$ cat src/rtl/vrf_read_pipe_if.sv
// vrf_read_pipe_if
//   Groups the request and response handshakes of the VRF read pipeline.
//   Request side : req_valid/req_ready plus vs, readSource, offset and
//                  instructionIndex payload fields.
//   Response side: resp_valid/resp_ready plus data, readSource and
//                  instructionIndex of the original request.
//   Modports:
//     master - the requester/consumer side (drives requests, accepts responses)
//     slave  - the pipeline itself (accepts requests, drives responses)
interface vrf_read_pipe_if #(
    parameter int DATA_WIDTH = 32
);
    logic                  req_ready;
    logic                  req_valid;
    logic [4:0]            req_bits_vs;
    logic [1:0]            req_bits_readSource;
    logic [5:0]            req_bits_offset;
    logic [2:0]            req_bits_instructionIndex;

    logic                  resp_valid;
    logic                  resp_ready;
    logic [DATA_WIDTH-1:0] resp_bits_data;
    logic [1:0]            resp_bits_readSource;
    logic [2:0]            resp_bits_instructionIndex;

    modport master (
        input  req_ready,
        output req_valid,
        output req_bits_vs,
        output req_bits_readSource,
        output req_bits_offset,
        output req_bits_instructionIndex,
        input  resp_valid,
        output resp_ready,
        input  resp_bits_data,
        input  resp_bits_readSource,
        input  resp_bits_instructionIndex
    );

    modport slave (
        output req_ready,
        input  req_valid,
        input  req_bits_vs,
        input  req_bits_readSource,
        input  req_bits_offset,
        input  req_bits_instructionIndex,
        output resp_valid,
        input  resp_ready,
        output resp_bits_data,
        output resp_bits_readSource,
        output resp_bits_instructionIndex
    );
endinterface

$ cat src/rtl/vrf_read_pipe.sv
// vrf_read_pipe
//   Single-bank VRF read stage. Accepts one arbitrated read per cycle, strobes
//   the bank SRAM, carries the request tags alongside the fixed SRAM latency
//   and parks data+tags in a credit-guarded response FIFO so a stalled
//   consumer never loses an in-flight read.
//   Ports:
//     clock, reset     - rising-edge clock, asynchronous active-high reset
//     bus (slave)      - request/response handshakes, see vrf_read_pipe_if
//     sram_write_busy  - write port owns the SRAM this cycle (blocks reads)
//     sram_read_en     - SRAM read strobe (equals request fire)
//     sram_addr        - {vs, offset}
//     sram_read_data   - valid READ_LATENCY cycles after the strobe
//     idle             - nothing in flight and response FIFO empty
module vrf_read_pipe #(
    parameter int DATA_WIDTH   = 32,
    parameter int READ_LATENCY = 2,
    parameter int RESP_DEPTH   = 4
) (
    input  logic                  clock,
    input  logic                  reset,
    vrf_read_pipe_if.slave        bus,
    input  logic                  sram_write_busy,
    output logic                  sram_read_en,
    output logic [10:0]           sram_addr,
    input  logic [DATA_WIDTH-1:0] sram_read_data,
    output logic                  idle
);
    localparam int PTR_W  = (RESP_DEPTH > 1) ? $clog2(RESP_DEPTH) : 1;
    localparam int CNT_W  = PTR_W + 1;
    localparam int CRED_W = $clog2(RESP_DEPTH + READ_LATENCY + 1) + 1;
    localparam logic [PTR_W-1:0]  PTR_LAST   = PTR_W'(RESP_DEPTH - 1);
    localparam logic [CNT_W-1:0]  DEPTH_CNT  = CNT_W'(RESP_DEPTH);
    localparam logic [CRED_W-1:0] DEPTH_CRED = CRED_W'(RESP_DEPTH);

    logic [READ_LATENCY-1:0] stage_valid_q, stage_valid_d;
    logic [1:0]              stage_src_q [READ_LATENCY];
    logic [1:0]              stage_src_d [READ_LATENCY];
    logic [2:0]              stage_idx_q [READ_LATENCY];
    logic [2:0]              stage_idx_d [READ_LATENCY];

    logic [PTR_W-1:0]        wr_ptr_q, wr_ptr_d;
    logic [PTR_W-1:0]        rd_ptr_q, rd_ptr_d;
    logic [CNT_W-1:0]        count_q, count_d;
    logic [DATA_WIDTH-1:0]   fifo_data_q [RESP_DEPTH];
    logic [1:0]              fifo_src_q  [RESP_DEPTH];
    logic [2:0]              fifo_idx_q  [RESP_DEPTH];

    logic [CRED_W-1:0]       inflight;
    logic                    req_ready;
    logic                    fire;
    logic                    enq;
    logic                    deq;

    function automatic logic [PTR_W-1:0] next_ptr(input logic [PTR_W-1:0] p);
        return (p == PTR_LAST) ? '0 : p + 1'b1;
    endfunction

    // Credit check uses the registered FIFO count only, so a same-cycle
    // dequeue never feeds back combinationally from resp_ready to req_ready.
    always_comb begin
        inflight = '0;
        for (int i = 0; i < READ_LATENCY; i++) begin
            inflight = inflight + CRED_W'(stage_valid_q[i]);
        end
        req_ready = !reset && !sram_write_busy
                    && ((inflight + CRED_W'(count_q)) < DEPTH_CRED);
    end

    assign fire          = bus.req_valid && req_ready;
    assign bus.req_ready = req_ready;
    assign sram_read_en  = fire;
    assign sram_addr     = {bus.req_bits_vs, bus.req_bits_offset};
    assign enq           = stage_valid_q[READ_LATENCY-1];
    assign deq           = (count_q != '0) && bus.resp_ready;

    // Tag pipeline shifts every cycle because the SRAM itself cannot stall;
    // payload is loaded unconditionally and qualified by the valid bit.
    always_comb begin
        stage_valid_d[0] = fire;
        stage_src_d[0]   = bus.req_bits_readSource;
        stage_idx_d[0]   = bus.req_bits_instructionIndex;
        for (int i = 1; i < READ_LATENCY; i++) begin
            stage_valid_d[i] = stage_valid_q[i-1];
            stage_src_d[i]   = stage_src_q[i-1];
            stage_idx_d[i]   = stage_idx_q[i-1];
        end
    end

    always_comb begin
        wr_ptr_d = enq ? next_ptr(wr_ptr_q) : wr_ptr_q;
        rd_ptr_d = deq ? next_ptr(rd_ptr_q) : rd_ptr_q;
        count_d  = count_q;
        case ({enq, deq})
            2'b10:   count_d = count_q + 1'b1;
            2'b01:   count_d = count_q - 1'b1;
            default: count_d = count_q;
        endcase
    end

    always_ff @(posedge clock or posedge reset) begin
        if (reset) begin
            stage_valid_q <= '0;
            for (int i = 0; i < READ_LATENCY; i++) begin
                stage_src_q[i] <= '0;
                stage_idx_q[i] <= '0;
            end
            wr_ptr_q <= '0;
            rd_ptr_q <= '0;
            count_q  <= '0;
        end else begin
            stage_valid_q <= stage_valid_d;
            for (int i = 0; i < READ_LATENCY; i++) begin
                stage_src_q[i] <= stage_src_d[i];
                stage_idx_q[i] <= stage_idx_d[i];
            end
            wr_ptr_q <= wr_ptr_d;
            rd_ptr_q <= rd_ptr_d;
            count_q  <= count_d;
        end
    end

    // Storage needs no reset: entries are only observable through count_q.
    always_ff @(posedge clock) begin
        if (enq) begin
            fifo_data_q[wr_ptr_q] <= sram_read_data;
            fifo_src_q[wr_ptr_q]  <= stage_src_q[READ_LATENCY-1];
            fifo_idx_q[wr_ptr_q]  <= stage_idx_q[READ_LATENCY-1];
        end
    end

    assign bus.resp_valid                 = (count_q != '0);
    assign bus.resp_bits_data             = fifo_data_q[rd_ptr_q];
    assign bus.resp_bits_readSource       = fifo_src_q[rd_ptr_q];
    assign bus.resp_bits_instructionIndex = fifo_idx_q[rd_ptr_q];
    assign idle = (inflight == '0) && (count_q == '0);

    // The credit rule must make a full-FIFO enqueue impossible.
    fifo_no_overflow: assert property (
        @(posedge clock) disable iff (reset) !(enq && (count_q == DEPTH_CNT))
    );
endmodule

$ cat src/flat_wrapper.sv
// flat-port wrapper written by rule: the top's interface ports become plain ports
module vrf_read_pipe_flat 
#(
    parameter int DATA_WIDTH   = 32,
    parameter int READ_LATENCY = 2,
    parameter int RESP_DEPTH   = 4
)
  (clock, reset, sram_write_busy, sram_read_en, sram_addr, sram_read_data, idle, bus_req_ready, bus_req_valid, bus_req_bits_vs, bus_req_bits_readSource, bus_req_bits_offset, bus_req_bits_instructionIndex, bus_resp_valid, bus_resp_ready, bus_resp_bits_data, bus_resp_bits_readSource, bus_resp_bits_instructionIndex);
  vrf_read_pipe_if #(.DATA_WIDTH(DATA_WIDTH)) bus_i ();
  input  logic clock;
  input  logic reset;
  input  logic sram_write_busy;
  output logic sram_read_en;
  output logic [10:0] sram_addr;
  input  logic [DATA_WIDTH-1:0] sram_read_data;
  output logic idle;
  output wire logic [$bits(bus_i.req_ready)-1:0] bus_req_ready;
  input wire logic [$bits(bus_i.req_valid)-1:0] bus_req_valid;
  input wire logic [$bits(bus_i.req_bits_vs)-1:0] bus_req_bits_vs;
  input wire logic [$bits(bus_i.req_bits_readSource)-1:0] bus_req_bits_readSource;
  input wire logic [$bits(bus_i.req_bits_offset)-1:0] bus_req_bits_offset;
  input wire logic [$bits(bus_i.req_bits_instructionIndex)-1:0] bus_req_bits_instructionIndex;
  output wire logic [$bits(bus_i.resp_valid)-1:0] bus_resp_valid;
  input wire logic [$bits(bus_i.resp_ready)-1:0] bus_resp_ready;
  output wire logic [$bits(bus_i.resp_bits_data)-1:0] bus_resp_bits_data;
  output wire logic [$bits(bus_i.resp_bits_readSource)-1:0] bus_resp_bits_readSource;
  output wire logic [$bits(bus_i.resp_bits_instructionIndex)-1:0] bus_resp_bits_instructionIndex;
  assign bus_req_ready = bus_i.req_ready;
  assign bus_i.req_valid = bus_req_valid;
  assign bus_i.req_bits_vs = bus_req_bits_vs;
  assign bus_i.req_bits_readSource = bus_req_bits_readSource;
  assign bus_i.req_bits_offset = bus_req_bits_offset;
  assign bus_i.req_bits_instructionIndex = bus_req_bits_instructionIndex;
  assign bus_resp_valid = bus_i.resp_valid;
  assign bus_i.resp_ready = bus_resp_ready;
  assign bus_resp_bits_data = bus_i.resp_bits_data;
  assign bus_resp_bits_readSource = bus_i.resp_bits_readSource;
  assign bus_resp_bits_instructionIndex = bus_i.resp_bits_instructionIndex;
  vrf_read_pipe #(.DATA_WIDTH(DATA_WIDTH), .READ_LATENCY(READ_LATENCY), .RESP_DEPTH(RESP_DEPTH)) u_core (.clock(clock), .reset(reset), .bus(bus_i), .sram_write_busy(sram_write_busy), .sram_read_en(sram_read_en), .sram_addr(sram_addr), .sram_read_data(sram_read_data), .idle(idle));
endmodule
$ cat config.mk
export PLATFORM = sky130hd
export DESIGN_NAME = vrf_read_pipe_flat
export DESIGN_NICKNAME = d
export VERILOG_FILES = /design/src/rtl/vrf_read_pipe_if.sv /design/src/rtl/vrf_read_pipe.sv /design/src/flat_wrapper.sv
export SDC_FILE = /design/constraint.sdc
export NUM_CORES = 1
export LEC_CHECK = 0
export CELL_PAD_IN_SITES_DETAIL_PLACEMENT = 1
export CELL_PAD_IN_SITES_GLOBAL_PLACEMENT = 1
export CORE_MARGIN = 4
export CORE_UTILIZATION = 46
export CTS_CLUSTER_DIAMETER = 100
export DETAILED_ROUTE_END_ITERATION = 16
export MAX_ROUTING_LAYER = met4
export PLACE_DENSITY = 0.8
export SLEW_MARGIN = 20
export SYNTH_ARGS = -nofsm -noshare
export SYNTH_HDL_FRONTEND = slang
export SYNTH_SLANG_ARGS = --single-unit
$ cat constraint.sdc
create_clock -name clock -period 2.1 [get_ports clock]
set_input_delay 0.42 -clock clock [delete_from_list [all_inputs] [get_ports clock]]
set_output_delay 0.42 -clock clock [all_outputs]
set_load 0.01 [all_outputs]
# ---- After elaboration in Yosys (flattened, before gate mapping)
# Memories as Yosys holds them, arrays and structs flattened.
# Cells that the tools add are included.
# W data, S select, Z words.
dict set report totals {
  regBits 19
  latch_bits 0
  ramBits 148
  rom_bits 0
  wordCells 38
  n_memories 3
}
dict set report classes {
  n_addsub 6
  multipliers 0
  div_mod_pow 0
  order_cmp 1
  n_eq_ne 4
  n_shift 0
  mux 5
  bitwise 0
  n_reduce_logical 11
}
# name depth width read_ports rd_ports_with_merged_regs wr line_no
set memory_table {}
lappend memory_table {u_core.fifo_data_q 4 32 1 0 1 vrf_read_pipe.sv:44} ;# logic [DATA_WIDTH-1:0] fifo_data_q [RESP_DEPTH];
lappend memory_table {u_core.fifo_idx_q 4 3 1 0 1 vrf_read_pipe.sv:46} ;# logic [2:0] fifo_idx_q [RESP_DEPTH];
lappend memory_table {u_core.fifo_src_q 4 2 1 0 1 vrf_read_pipe.sv:45} ;# logic [1:0] fifo_src_q [RESP_DEPTH];
# operator count
set ops {}
lappend ops {{$eq A2 B2 Y1 const B} 3}
lappend ops {{$pmux W3 S2} 1}
lappend ops {{$logic_and A1 B1 Y1} 5}
lappend ops {{$add A2 B1 Y2 const B} 2}
lappend ops {{$add A4 B3 Y4} 1}
lappend ops {{$logic_not A4 Y1} 1}
lappend ops {{$lt A4 B3 Y1 const B} 1}
lappend ops {{$mux W2} 2}
lappend ops {{$add A3 B1 Y3 const B} 1}
lappend ops {{$logic_not A3 Y1} 1}
lappend ops {{$reduce_bool A3 Y1} 1}
lappend ops {{$sub A3 B1 Y3 const B} 1}
lappend ops {{$add A1 B1 Y2} 1}
lappend ops {{$eq A2 B1 Y1 const B} 1}
lappend ops {{$logic_not A1 Y1} 2}
lappend ops {{$mux W1} 2}
lappend ops {{$reduce_bool A2 Y1} 1}

# ---- Depth between registers and ports, before layout
# Gate-level depths: netlist of the first run.
dict set report logic_depth {
  word_depth 5
  depth_mapped 9
  ltp_nobuf 9
}

# ---- Worst setup path after synthesis of the first run
# Ideal clock, no wire load.
dict set report synth_path {
  kind {reg2out}
  startpoint {reg u_core.stage_valid_q[1]}
  endpoint {out sram_read_en}
  arrival_ns 1.711
  t_required_ns 1.680
  setup_slack_ns -0.031
  stages_incl_launch_ff 6
  path_buffers 0
  path_cell_list {dfrtp_1 -> ha_1 -> ha_1 -> or4_1 -> a31oi_2 -> and2_1}
}
dict set report synth_between {
  elab_chain_cells 5
}
# item line_no
set synth_lines {}
lappend synth_lines {{from (decl)} vrf_read_pipe.sv:35} ;# logic [READ_LATENCY-1:0] stage_valid_q, stage_valid_d;
lappend synth_lines {{from (signal assigned)} vrf_read_pipe.sv:111} ;# stage_valid_q <= stage_valid_d;
lappend synth_lines {{$add A1 B1 Y2} vrf_read_pipe.sv:63} ;# inflight = inflight + CRED_W'(stage_valid_q[i]);
lappend synth_lines {{$add A4 B3 Y4} vrf_read_pipe.sv:66} ;# && ((inflight + CRED_W'(count_q)) < DEPTH_CRED);
lappend synth_lines {{$lt A4 B3 Y1} vrf_read_pipe.sv:66}
lappend synth_lines {{$logic_and A1 B1 Y1} vrf_read_pipe.sv:66}
lappend synth_lines {{named net bus_req_ready} flat_wrapper.sv:17} ;# output wire logic [$bits(bus_i.req_ready)-1:0] bus_req_ready;
lappend synth_lines {{$logic_and A1 B1 Y1} vrf_read_pipe.sv:69} ;# assign fire = bus.req_valid && req_ready;
lappend synth_lines {{to (decl)} flat_wrapper.sv:13} ;# output logic sram_read_en;
# The timed path passes the listed nets, and every way through them passes these cells.

# ---- Worst setup path in the final report of the first run
dict set report layout_path {
  startpoint {reg u_core.stage_valid_q[0]}
  endpoint {out sram_read_en}
}
dict set report layout_between {
  elab_chain_cells 5
}
# item line_no
set layout_lines {}
lappend layout_lines {{$add A1 B1 Y2} vrf_read_pipe.sv:63}
lappend layout_lines {{$add A4 B3 Y4} vrf_read_pipe.sv:66}
lappend layout_lines {{$lt A4 B3 Y1} vrf_read_pipe.sv:66}
lappend layout_lines {{$logic_and A1 B1 Y1} vrf_read_pipe.sv:66}
lappend layout_lines {{$logic_and A1 B1 Y1} vrf_read_pipe.sv:69}
# No other way between the ends.

==> results, run 1 <==
- Entering global routing, the biggest net connects 25 pins.
- The least setup slack across all paths after layout is -387 ps.
- The largest buffer count on any clock path is 2.
- Dividing the detail-routed wire length by the instance count gives 21.2 um.
- The run finished, with violations left.
- Setup slack on the worst reg-to-reg path comes out at 140 ps.
- Counting instances, the worst hold path has a depth of 0.
- The critical path class is reg2out.
- The final weighted congestion in routability-driven placement is 0.731.
- The termination of the worst setup path is sram_read_en.
- When the netlist entered floorplanning its net count stood at 328.
- The final reports fail on negative setup slack.
- The post-detailed-route count of antenna-violating nets is 0.
- Using the TritonRoute via totals, the vias-per-cell ratio works out to 5.11.
- The worst supply voltage drop on vdd is 0.629 mV.
- Setup violations remaining at the end of the flow were counted as 39.
- Across the run, the number of max-cap violations was 0.
- The smallest clock period supported by the final layout is computed as 2490 ps.
- Clock tree synthesis selected as its root buffer the cell sky130_fd_sc_hd__clkbuf_16.
- The number of antenna diodes in the final layout is 0.
- Synthesis handed over a netlist of 265 instances.
- The nature of the critical path startpoint is a flop.
- The clock arrives with 7.06 ps of skew.
- The cell area after layout is 8240 sq um.
- In the routed design, unresolved DRC markers number 0.
- Of the synthesized area, sequential elements account for 0.793.
- The CTS tree is yes.
- The die covers 15,400 sq um.
- After clock tree synthesis, the flow added hold-fix buffers numbering 0.
- The total via count in the routed design is 2,959.
- The first global-routing pass estimated 18,700 um of wire.
- The number of distinct library cells after synthesis is 21.
- Detailed placement finished with a half-perimeter wire length of 7700 um.
- The count of warnings emitted by yosys is 0.
- STA classifies the critical path endpoint as a primary output.
- Counting the fill cells in the layout gives 1,127.
- The die height is 124 um.
- The critical path starts at u_core.stage_valid_q[0].
- The required time of the worst setup path is 1680 ps.
- The initial antenna violation count was 0.
- The slowest cell on the critical path is sky130_fd_sc_hd__or4_4.
- The worst reg-to-reg path cell count is 10.
- The total area inside the core boundary comes to 13,200 sq um.
- Along the worst path, the maximum fanout reaches 2.
- Setup repair after global routing could not meet its margin everywhere.
- The floorplan has 42 rows.
- In this run the critical register-to-register path is captured at u_core.count_q[2].
- Counting every sink on the clock net gives 167.
- In this run the static leakage power is 2.90 nW.
- The min-delay analysis places its worst path in the category reg2reg.
- The overall power of the completed layout is 10.3 mW.
- The number of violations reported at the end of detailed-routing iteration 0 is 166.
- The critical hold path startpoint is u_core.stage_idx_d[2].
- The initial standard-cell utilization of the core is 0.469.
- On the worst path, the slowest cell contributes a delay of 480 ps.
- The total number of H-tree levels is 4.
- The critical path goes through ha_2, ha_4, or4_4, a31oi_4, and2_4, buf_6.
- In this run the critical register-to-register path is launched from u_core.count_q[1].
- The clock input transition at the sequential cells of the worst setup and hold paths is 60 ps.
- The final sum of negative setup slack is -5580 ps.
- The average cell area after synthesis is 23.4 sq um.
- Once placement completed, the tool counted placed cells totaling 525.
- Excluding fillers, the count of instances in the completed layout stands at 579.
- The area growth from synthesis to layout is 32.7%.
- The portion of the clock cycle consumed by the worst path in the final layout is 1.18.
- The max-slew violation total from the final report is 0.
- In the final design database the tool counted 453 nets.
- After global routing, the most crowded layer is met2.
- The worst slew margin relative to its limit is 0.725.
- The end-of-flow core utilization is 0.622.
- The placed standard-cell area is 7380 sq um.
- For the pin with the worst max-slew slack, the measured transition is 413 ps.
- The fraction of layout cells with a size suffix above 1 is 0.409.
- The data arrival time at the worst-slack endpoint is 2070 ps.
- The number of global-route vias before repair was 3,301.
- In the global route stage, met2 resource usage came out at 0.283.
- The cell area after synthesis is 6200 sq um.
- For this run, global-route usage on met3 was measured as 0.0454.
- The source-to-sink clock delay at the later pin of the worst-skew pair is 420 ps.
- The wire length after detailed routing is 12,300 um.
- Timing would allow up to 402 MHz.
- The aggregate global-route resource usage is 0.176.
- The number of CTS-inserted buffers is 17.
- The power density normalized to cell area is 1240 nW/um^2.
- The first detailed-routing pass ran for 4 iterations.
- The number of input and output port buffers inserted is 82.
- The total overflow left after global routing is 0.
- The final count of hold timing violations is 0.
- The die width is 124 um.
- The number of ports placed on the die boundary is 105.
- In the global route stage, met1 resource usage came out at 0.215.
- Counting flops and latches in the post-synthesis netlist gives 167.
cell usage in the layout, fill, tap and decap left out, types with 2 or more instances in the layout:
cell | Yosys | final
sky130_fd_sc_hd__clkinv_2 | 0 | 3
sky130_fd_sc_hd__buf_12 | 0 | 13
sky130_fd_sc_hd__and2_2 | 0 | 4
sky130_fd_sc_hd__ha_4 | 0 | 2
sky130_fd_sc_hd__inv_1 | 10 | 7
sky130_fd_sc_hd__buf_6 | 1 | 38
sky130_fd_sc_hd__clkdlybuf4s50_1 | 0 | 41
sky130_fd_sc_hd__clkinvlp_4 | 0 | 4
sky130_fd_sc_hd__mux4_2 | 37 | 37
sky130_fd_sc_hd__dfrtp_2 | 0 | 2
sky130_fd_sc_hd__ha_1 | 9 | 6
sky130_fd_sc_hd__o21ai_0 | 2 | 2
sky130_fd_sc_hd__clkbuf_16 | 0 | 18
sky130_fd_sc_hd__clkbuf_1 | 1 | 6
sky130_fd_sc_hd__xor2_1 | 2 | 2
sky130_fd_sc_hd__edfxtp_1 | 148 | 148
sky130_fd_sc_hd__inv_2 | 0 | 2
sky130_fd_sc_hd__buf_2 | 5 | 11
sky130_fd_sc_hd__dfrtp_1 | 19 | 17
sky130_fd_sc_hd__nor2_1 | 3 | 3
sky130_fd_sc_hd__mux2_2 | 2 | 2
sky130_fd_sc_hd__buf_4 | 12 | 19
worst min path at each step:
| stage | endpoint | slack (ps) |
|---|---|---|
| after floorplan | u_core.stage_idx_q[0] | 330 |
| after CTS | u_core.stage_idx_q[2] | 360 |
| after global routing | u_core.stage_idx_q[2] | 360 |
| after global placement | u_core.stage_idx_q[2] | 330 |
| after detailed placement | u_core.stage_idx_q[0] | 340 |
| final | u_core.stage_idx_q[2] | 360 |
sequential cells by signal, indices dropped and copies added, names as in the netlist:
| signal | cells |
|---|---|
| u_core.fifo_idx_q | 12 |
| u_core.stage_idx_q | 3 |
| u_core.stage_valid_q | 2 |
| u_core.fifo_data_q | 128 |
| u_core.stage_src_q | 2 |
| u_core.stage_idx_d | 3 |
| u_core.wr_ptr_q | 2 |
| u_core.count_q | 3 |
| u_core.fifo_src_q | 8 |
| u_core.rd_ptr_q | 2 |
| u_core.stage_src_d | 2 |
metal layers:
| metal | vias up | wire [um] |
|---|---|---|
| met1 | 1542 | 5030 |
| met3 | 24 | 541 |
| met5 | - | 0 |
| li1 | 1315 | - |
| met2 | 78 | 6500 |
| met4 | 0 | 207 |
area by class of cell:
| type | count | area (sq um) | share of cell area |
|---|---|---|---|
| inverter | 10 | 40.0 | 0.00486 |
| sequential | 167 | 4920 | 0.598 |
| timing repair buffer | 125 | 1350 | 0.163 |
| tap | 176 | 220 | 0.0267 |
| multi-input combinational | 69 | 1180 | 0.143 |
| clock inverter | 9 | 78.8 | 0.00957 |
| clock buffer | 23 | 448 | 0.0544 |
cells by family after synthesis:
group | synth area share
flops | 0.793
mux | 0.140
buf+inv | 0.0270
simple gates | 0.0113
fa+ha+maj | 0.0214
compound gates | 0.00363
xor+xnor | 0.00424
synth_stat cells:
library cell | instances | area [sq um]
sky130_fd_sc_hd__xor2_1 | 2 | 17.5
sky130_fd_sc_hd__inv_1 | 10 | 37.5
sky130_fd_sc_hd__clkbuf_1 | 1 | 3.75
sky130_fd_sc_hd__mux2_2 | 2 | 22.5
sky130_fd_sc_hd__mux2i_1 | 1 | 10.0
sky130_fd_sc_hd__fa_1 | 1 | 20.0
sky130_fd_sc_hd__or4_1 | 1 | 7.51
sky130_fd_sc_hd__buf_6 | 1 | 11.3
sky130_fd_sc_hd__edfxtp_1 | 148 | 4440
sky130_fd_sc_hd__dfrtp_1 | 19 | 475
sky130_fd_sc_hd__xnor2_1 | 1 | 8.76
sky130_fd_sc_hd__ha_1 | 9 | 113
sky130_fd_sc_hd__nand2_1 | 2 | 7.51
sky130_fd_sc_hd__a31oi_2 | 1 | 12.5
sky130_fd_sc_hd__or3_1 | 2 | 12.5
sky130_fd_sc_hd__o21ai_0 | 2 | 10.0
sky130_fd_sc_hd__buf_4 | 12 | 90.1
sky130_fd_sc_hd__mux4_2 | 37 | 833
sky130_fd_sc_hd__nor2_1 | 3 | 11.3
sky130_fd_sc_hd__buf_2 | 5 | 25.0
sky130_fd_sc_hd__and2_1 | 5 | 31.3
metrics by stage:
stage	setup WS [ps]	hold slack (ps)
after floorplan	25.0	331
final	-387	355
after global routing	-473	364
after CTS	-396	359
after global placement	-474	332
after detailed placement	-491	342
worst max-delay path: cells and delay by family (launching register included):
kind / cells / cell delay [ps]
AND/OR/NAND/NOR: 2 / 650
flip-flops: 1 / 390
AO/OA/AOI/OAI: 1 / 160
adder cells (fa/ha/maj): 2 / 360
buffers and inverters: 1 / 90
power breakdown:
group          internal, mW  switching [mW]  leakage [nW]  total [mW]
sequential             3.81           0.104          1.56        3.92
clock                  1.62            1.16         0.245        2.78
combinational          2.14            1.42          1.10        3.56
repair_timing:
action / 4_1_cts / 5_1_grt
resized for setup: 197 / 26
setup endpoints to repair: 42 / 42
pin swaps: 3 / 9
gates cloned: 1 / 1
setup buffers: 15 / 9
Note: power is estimated with default switching activity, not from simulation.
==> run 2, diff against run 1 <==
--- a/config.mk
+++ b/config.mk
@@ -7,7 +7,7 @@
 export LEC_CHECK = 0
 export CELL_PAD_IN_SITES_DETAIL_PLACEMENT = 1
 export CELL_PAD_IN_SITES_GLOBAL_PLACEMENT = 1
-export CORE_MARGIN = 4
+export CORE_MARGIN = 2
 export CORE_UTILIZATION = 46
 export CTS_CLUSTER_DIAMETER = 100
 export DETAILED_ROUTE_END_ITERATION = 16
==> run 2 against run 1 <==
- the flow still finishes with violations (negative setup slack)
- via count up 0.37%
- die area decreased by 6.3%
- total power rose by 5.8%
- clock-buffer cell count down 6
- worst hold slack worse by 14 ps
- sequential share of layout area fell by 1.0 points
- clock power grew 17%
- design area is 1.7% higher
- critical endpoint unchanged
==> results, run 2 (synthesis results as in run 1) <==
- The leakage power of the design is 2.97 nW (+2.4%).
- In this run the most critical hold path is launched from u_core.stage_idx_d[1].
- The reg-to-reg startpoint is u_core.count_q[1].
- The overall power of the completed layout is 10.8 mW (+5.8%).
- The end-of-flow core utilization is 0.635 (+0.0131).
- The flip-flop count of the largest register, all copies and words added is 128 (unchanged).
- The overflow left after global routing was 0 (unchanged).
- Leaving out fill and tap cells, the most frequent cell in the layout is sky130_fd_sc_hd__edfxtp_1.
- The wire length after detailed routing came to 12,100 um (-1.7%).
- The transition time of the tightest slew-check pin is 470 ps (+56.9 ps).
- The die height came to 120 um (-3.2%).
- The minimum clock period came to 2500 ps (+17.7 ps).
- The capturing element type of the critical path is a primary output.
- The cell area after layout is 8380 sq um (+1.7%).
- The clock input transition at the sequential cells of the worst setup and hold paths was 60 ps (about the same).
- The maximum fanout count along the critical path is 2 (unchanged).
- The antenna diode count is 0 (unchanged).
- The top cell types in the final layout, fill and taps aside, are sky130_fd_sc_hd__edfxtp_1, sky130_fd_sc_hd__buf_6, sky130_fd_sc_hd__clkdlybuf4s50_1.
- The worst setup path is of the reg2out kind.
- The die width was 120 um (-3.2%).
- The data arrival time at the worst-slack endpoint is 2080 ps (about the same).
- The source-to-sink clock delay at the later pin of the worst-skew pair is 420 ps (about the same).
- The number of standard cells in the layout, taps in and fillers out is 579 (unchanged).
- The sum of buffers and inverters on the critical path is 1 (unchanged).
- The placement row count is 42 (unchanged).
- The clock skew came to 5.63 ps (-1.43 ps).
- The final sum of negative setup slack is -6040 ps (-455 ps).
- The endpoint of the worst register-to-register path is u_core.count_q[1].
- The number of violations reported at the end of detailed-routing iteration 0 is 220 (+33%).
- The HPWL reported at the end of detailed placement is 6850 um (-11%).
- The final count of hold timing violations is 0 (unchanged).
- The clock sink count is 167 (unchanged).
- The total number of H-tree levels is 4 (unchanged).
- The fill cell instance count of the final layout is 1,103 (-2.1%).
- The power density normalized to cell area is 1300 nW/um^2 (+4.1%).
- The worst hold path belongs to the class reg2reg.
- The count of unresolved DRC violations after routing came to 0 (unchanged).
- The required time of the worst setup path came to 1680 ps (about the same).
- The layout net count is 456 (+0.66%).
- The initial standard-cell utilization of the core is 0.470 (+0.00187).
- The largest buffer count on any clock path is 2 (unchanged).
- The clock tree root driver cell is sky130_fd_sc_hd__clkbuf_16.
- The number of ports placed on the die boundary came to 105 (unchanged).
- The worst-case register-to-register setup slack came to 120 ps (-20 ps).
- Compared with the post-synthesis result, the final layout area differs by 35.0%.
- The final reports fail on negative setup slack.
- The maximum number of pins on one net before global-route repair is 38 (+52%).
- The placed standard-cell area was 7370 sq um (-0.14%).
- The portion of the clock cycle consumed by the worst path in the final layout is 1.19 (+0.00843).
- For hold timing, the worst endpoint is u_core.stage_idx_q[1].
- By instance count, the cell type seen most on the critical path is sky130_fd_sc_hd__ha_2.
- The final weighted congestion in routability-driven placement is 0.741 (+1.5%).
- The CTS tree is yes.
- The post-detailed-route count of antenna-violating nets is 0 (unchanged).
- The post-placement cell count is 522 (-0.57%).
- The number of CTS-inserted buffers is 17 (unchanged).
- Setup repair after global routing could not meet its margin everywhere.
- The aggregate global-route resource usage is 0.187 (+0.0115).
- In the final layout, the registers with the most flip-flops are u_core.fifo_data_q (128), u_core.fifo_idx_q (12), u_core.fifo_src_q (8).
- The largest stage delay on the critical path is 490 ps (about the same).
- The number of buffers inserted for hold repair after clock tree synthesis is 0 (unchanged).
- The depth of the worst hold-timing path was 0 (unchanged).
- The max-cap check violation count is 0 (unchanged).
- The worst slew margin relative to its limit is 0.686 (-0.0383).
- The least setup slack across all paths after layout is -405 ps (-17.7 ps).
- The die area is 14,400 sq um (-6.3%).
- The total via count in the routed design came to 2,970 (+0.37%).
- The number of input and output port buffers inserted is 82 (unchanged).
- The first-pass GRT wire length is 18,800 um (+0.63%).
- The max-slew violation total from the final report came to 0 (unchanged).
- The vias per cell is 5.13 (+0.37%).
- The first-pass detailed-route iteration total is 4 (unchanged).
- The total of endpoints with negative setup slack in the final report is 39 (unchanged).
- The number of global-route vias before repair came to 3,430 (+3.9%).
- The maximum frequency from static timing analysis is 399 MHz (-0.71%).
- The fraction of layout cells with a size suffix above 1 is 0.409 (unchanged).
- The initial antenna violation count is 0 (unchanged).
- The critical path goes through ha_2, ha_2, or4_4, a31oi_4, and2_4, buf_6.
- The slowest cell on the critical path is sky130_fd_sc_hd__or4_4.
- Among cell families on the critical path, the largest total delay comes from simple AND/OR/NAND/NOR gates.
- The nature of the critical path startpoint is a flop.
- The routed wirelength normalized by instance count was 20.8 um (-1.7%).
- The flow ran to the end, but the final reports show violations.
- The register with the most flip-flops in the final layout is u_core.fifo_data_q.
- The worst supply voltage drop on vdd is 0.619 mV (-1.6%).
- The worst reg-to-reg path cell count is 8 (-2).
- The core outline area is 13,200 sq um (-0.40%).
[run 2: cell count changes in the layout (fill, tap and decap cells not counted), sizes merged]
| cell | before | now |
|---|---|---|
| bufinv | 1 | 5 |
| clkinv | 4 | 5 |
| buf | 82 | 86 |
| clkinvlp | 4 | 2 |
| clkbuf | 24 | 17 |
[run 2: how the worst max path moves through the flow]
| stage | start | end | slack, ps | cells past startpoint |
|---|---|---|---|---|
| 3_3_place_gp | sram_write_busy | sram_read_en | -470 | 5 |
| 2_1_floorplan | u_core.stage_valid_q[1] | sram_read_en | 30 | 5 |
| 5_1_grt | u_core.stage_valid_q[1] | sram_read_en | -460 | 6 |
| 4_1_cts | u_core.stage_valid_q[1] | sram_read_en | -410 | 6 |
| 6_report | u_core.stage_valid_q[1] | sram_read_en | -400 | 6 |
| 3_5_place_dp | sram_write_busy | sram_read_en | -490 | 5 |
[run 2: repair_timing]
item | 4_1_cts | 5_1_grt
endpoints found under the setup margin | 41 | 42
buffers inserted | 19 | 12
pin swaps | 3 | 2
gates cloned | 4 | 0
endpoints found under the hold margin | 0 | 0
gates resized for setup | 210 | 29
[run 2: cell type report]
type	count	area (sq um)	share of cell area
flip-flops and latches	167	4920	0.588
multi-input cells	69	1160	0.138
clock buffers	17	425	0.0508
inverters	10	37.5	0.00448
well taps	176	220	0.0263
clock inverters	12	185	0.0221
repair buffers	128	1430	0.170
[run 2: report_power, final]
group / switching, mW / leakage, nW / internal (mW)
combinational: 1.44 / 1.12 / 2.25
clock: 1.17 / 0.291 / 2.07
sequential: 0.112 / 1.56 / 3.81
total: 2.72 / 2.97 / 8.13
[run 2: per-layer routing]
layer  track usage  vias to the layer above  part of all wire
met5             -                        -                 0
met1         0.226                     1533              0.42
met3        0.0589                       23             0.058
met2         0.301                      101              0.51
met4        0.0647                        0             0.016
li1              -                     1313                 -
[run 2: per-stage QoR]
stage,hold WS (ps),worst slack (ps)
finish,341,-405
global route,351,-463
CTS,342,-412
detailed placement,336,-493
global placement,331,-473
floorplan,331,25.0
==> run 3, diff against run 2 <==
--- a/config.mk
+++ b/config.mk
@@ -8,11 +8,11 @@
 export CELL_PAD_IN_SITES_DETAIL_PLACEMENT = 1
 export CELL_PAD_IN_SITES_GLOBAL_PLACEMENT = 1
 export CORE_MARGIN = 2
-export CORE_UTILIZATION = 46
+export CORE_UTILIZATION = 41
 export CTS_CLUSTER_DIAMETER = 100
 export DETAILED_ROUTE_END_ITERATION = 16
 export MAX_ROUTING_LAYER = met4
-export PLACE_DENSITY = 0.8
+export PLACE_DENSITY = 0.75
 export SLEW_MARGIN = 20
 export SYNTH_ARGS = -nofsm -noshare
 export SYNTH_HDL_FRONTEND = slang
==> constraint.sdc (replaced) <==
create_clock -name clock -period 2.2 [get_ports clock]
set_input_delay 0.44 -clock clock [delete_from_list [all_inputs] [get_ports clock]]
set_output_delay 0.44 -clock clock [all_outputs]
set_load 0.01 [all_outputs]
==> run 3 against run 2 <==
- the run still ends with negative setup slack left
- sequential share of layout area rose by 0.66 points
- total power fell by 7.3%
- clock power fell by 6%
==> results, run 3 (synthesis results as in run 1) <==
- The die area is 16,100 sq um (+12%).
- The largest stage delay on the critical path is 480 ps (about the same).
- The area growth from synthesis to layout is 33.5%.
- The vias per cell is 5.12 (-0.19%).
- The initial standard-cell utilization of the core is 0.424 (-0.0467).
- The total number of H-tree levels was 4 (unchanged).
- The core outline area came to 14,600 sq um (+11%).
- The endpoint of the worst register-to-register path is u_core.count_q[2].
- The die height is 127 um (+5.7%).
- The least setup slack across all paths after layout came to -296 ps (+109 ps).
- The switching part of the total came to 0.259 (+0.00832).
- The number of input and output port buffers inserted came to 82 (unchanged).
- The number of global-route vias before repair is 3,346 (-2.4%).
- The checks that failed: negative setup slack.
- The max-cap check violation count came to 0 (unchanged).
- The total of endpoints with negative setup slack in the final report is 36 (-7.7%).
- Setup repair after global routing could not meet its margin everywhere.
- The aggregate global-route resource usage is 0.172 (-0.0157).
- The number of CTS-inserted buffers is 17 (unchanged).
- The portion of total power attributed to the clock network is 0.302 (+0.004).
- The flow ran to the end, but the final reports show violations.
- The source-to-sink clock delay at the later pin of the worst-skew pair is 420 ps (about the same).
- The overflow left after global routing is 0 (unchanged).
- The clock skew was 6.69 ps (+1.06 ps).
- The number of buffers inserted for hold repair after clock tree synthesis is 0 (unchanged).
- The largest registers in the layout are u_core.fifo_data_q (128), u_core.fifo_idx_q (12), u_core.fifo_src_q (8).
- The final sum of negative setup slack came to -2410 ps (+3630 ps).
- The placed standard-cell area was 7400 sq um (+0.34%).
- Traced cell by cell, the critical path runs through ha_2, ha_4, or4_4, a31oi_4, and2_4, buf_6.
- The antenna diode count is 0 (unchanged).
- The die width is 127 um (+5.7%).
- The initial antenna violation count is 0 (unchanged).
- The depth of the worst hold-timing path came to 0 (unchanged).
- The terminating pin of the worst hold path is u_core.stage_src_q[1].
- The worst supply voltage drop on vdd is 0.577 mV (-6.8%).
- The library cell used most frequently in the layout, excluding fill and tap cells, is sky130_fd_sc_hd__edfxtp_1.
- The library cells used most frequently in the layout, excluding fill and tap cells, are sky130_fd_sc_hd__edfxtp_1, sky130_fd_sc_hd__clkdlybuf4s50_1, sky130_fd_sc_hd__mux4_2.
- The power density normalized to cell area is 1210 nW/um^2 (-6.3%).
- The worst hold-check path type is reg2reg.
- The final weighted congestion in routability-driven placement came to 0.687 (-7.3%).
- Of the available clock period, the critical path in the final layout requires 1.13.
- The post-detailed-route count of antenna-violating nets is 0 (unchanged).
- The largest buffer count on any clock path came to 2 (unchanged).
- The worst slack at placement is -421 ps (+72.0 ps).
- The worst slew margin relative to its limit is 0.688 (+0.00184).
- The power dissipated by switching net loads is 2.60 mW (-4.3%).
- The number of violations reported at the end of detailed-routing iteration 0 is 182 (-17%).
- The wire length after detailed routing is 12,200 um (+1.4%).
- The cell area after layout came to 8280 sq um (-1.1%).
- The startpoint identified for the worst register-to-register timing path is u_core.count_q[2].
- The data arrival time at the worst-slack endpoint was 2060 ps (-20 ps).
- The worst-case register-to-register setup slack is 190 ps (+70 ps).
- The final count of hold timing violations is 0 (unchanged).
- The maximum number of pins on one net before global-route repair is 38 (unchanged).
- The leakage power of the design is 2.92 nW (-1.8%).
- The transition time of the tightest slew-check pin is 468 ps (-2.24 ps).
- The share of power burned in combinational logic is 0.322 (-0.018).
- The count of unresolved DRC violations after routing is 0 (unchanged).
- The worst reg-to-reg path cell count is 10 (+2).
- The first-pass GRT wire length is 19,600 um (+3.9%).
- The fraction of layout cells with a size suffix above 1 is 0.390 (-0.0191).
- The routed wirelength normalized by instance count is 21.3 um (+2.0%).
- The clock input transition at the sequential cells of the worst setup and hold paths was 60 ps (about the same).
- The end-of-flow core utilization is 0.566 (-0.0693).
- The worst setup path is launched from a flop.
- The slowest cell on the critical path is sky130_fd_sc_hd__or4_4.
- The internal power component is 7.45 mW (-8.4%).
- The layout net count is 442 (-3.1%).
- The total via count in the routed design is 2,949 (-0.71%).
- The fill cell instance count of the final layout is 1,265 (+15%).
- The clock tree root driver cell is sky130_fd_sc_hd__clkbuf_16.
- The HPWL reported at the end of detailed placement is 7300 um (+6.7%).
- The first-pass detailed-route iteration total is 4 (unchanged).
- The critical hold path startpoint is u_core.stage_src_d[1].
- Based on the critical path, the design can be clocked at up to 401 MHz.
- By startpoint and endpoint, the worst setup path is classified as reg2out.
- The number of ports placed on the die boundary is 105 (unchanged).
- The clock sink count is 167 (unchanged).
- The maximum fanout count along the critical path was 2 (unchanged).
- The flip-flop count of the largest register, all copies and words added was 128 (unchanged).
- The smallest clock period supported by the final layout is computed as 2500 ps.
- The max-slew violation total from the final report came to 0 (unchanged).
- More flip-flops sit in one register than any other, and that register is u_core.fifo_data_q.
- The capturing element type of the critical path is a primary output.
- The placement row count came to 44 (+4.8%).
- The required time of the worst setup path is 1760 ps (+80 ps).
- TritonCTS built the clock tree.
- The relative contribution of sequential cells to total power was 0.376 (+0.014).
## run 3: cell types whose count changed in the layout (fill, tap and decap cells not counted), moves of 4 or more
cell and change:
sky130_fd_sc_hd__buf_6 -15, sky130_fd_sc_hd__buf_4 -7, sky130_fd_sc_hd__buf_12 +4, sky130_fd_sc_hd__bufinv_16 -4
sky130_fd_sc_hd__clkinv_1 -4
## run 3: worst max-delay path by stage
stage,endpoint,start,cells past startpoint,slack (ps)
after floorplan,sram_read_en,u_core.stage_valid_q[1],5,50
after detailed placement,sram_read_en,sram_write_busy,5,-420
after CTS,sram_read_en,u_core.stage_valid_q[1],6,-320
after global routing,sram_read_en,u_core.stage_valid_q[1],6,-380
final,sram_read_en,u_core.stage_valid_q[1],6,-300
after global placement,sram_read_en,sram_write_busy,5,-420
## run 3: timing repair
| item | 4_1_cts | 5_1_grt |
|---|---|---|
| gates cloned | 4 | 0 |
| buffers inserted | 16 | 2 |
| gates resized for setup | 203 | 23 |
| endpoints found under the setup margin | 41 | 40 |
| pin swaps | 3 | 1 |
| endpoints found under the hold margin | 0 | 0 |
## run 3: metal layers
layer  wire, um  GRT usage  up-vias
li1           -          -     1296
met1       5050      0.212     1557
met2       6520      0.276       77
met3        488     0.0473       19
met4        185     0.0601        0
met5          0          -        -
## run 3: cell type report
cell class                      count  area, sq um  share of cell area
Multi-Input combinational cell     69         1150               0.139
Inverter                           10         37.5             0.00453
Tap cell                          184          230              0.0278
Sequential cell                   167         4920               0.594
Clock buffer                       25          549              0.0663
Timing Repair Buffer              114         1320               0.159
Clock inverter                      7         76.3             0.00921
## run 3: critical path: cells and delay by family (launching register included)
| kind | cells | cell delay, ps |
|---|---|---|
| simple gates | 2 | 640 |
| flops | 1 | 390 |
| fa+ha+maj | 2 | 350 |
| compound gates | 1 | 160 |
| buf+inv | 1 | 90 |
## run 3: per-stage QoR
| stage | std cells | power (mW) | hold WS (ps) |
|---|---|---|---|
| 2_1_floorplan | 265 | 5.25 | 331 |
| 3_3_place_gp | 529 | 6.49 | 335 |
| 3_5_place_dp | 529 | 6.55 | 336 |
| 4_1_cts | 580 | 10.1 | 351 |
| 5_1_grt | 576 | 10.5 | 363 |
| 6_report | 576 | 10.1 | 351 |
## run 3: power by group through the flow
| stage | Clock [mW] | Combinational (mW) | Sequential [mW] |
|---|---|---|---|
| after floorplan | 0 | 1.48 | 3.77 |
| after global placement | 0 | 2.68 | 3.81 |
| after detailed placement | 0 | 2.72 | 3.83 |
| after CTS | 3.09 | 3.26 | 3.77 |
| after global routing | 3.22 | 3.47 | 3.80 |
| final | 3.04 | 3.24 | 3.78 |
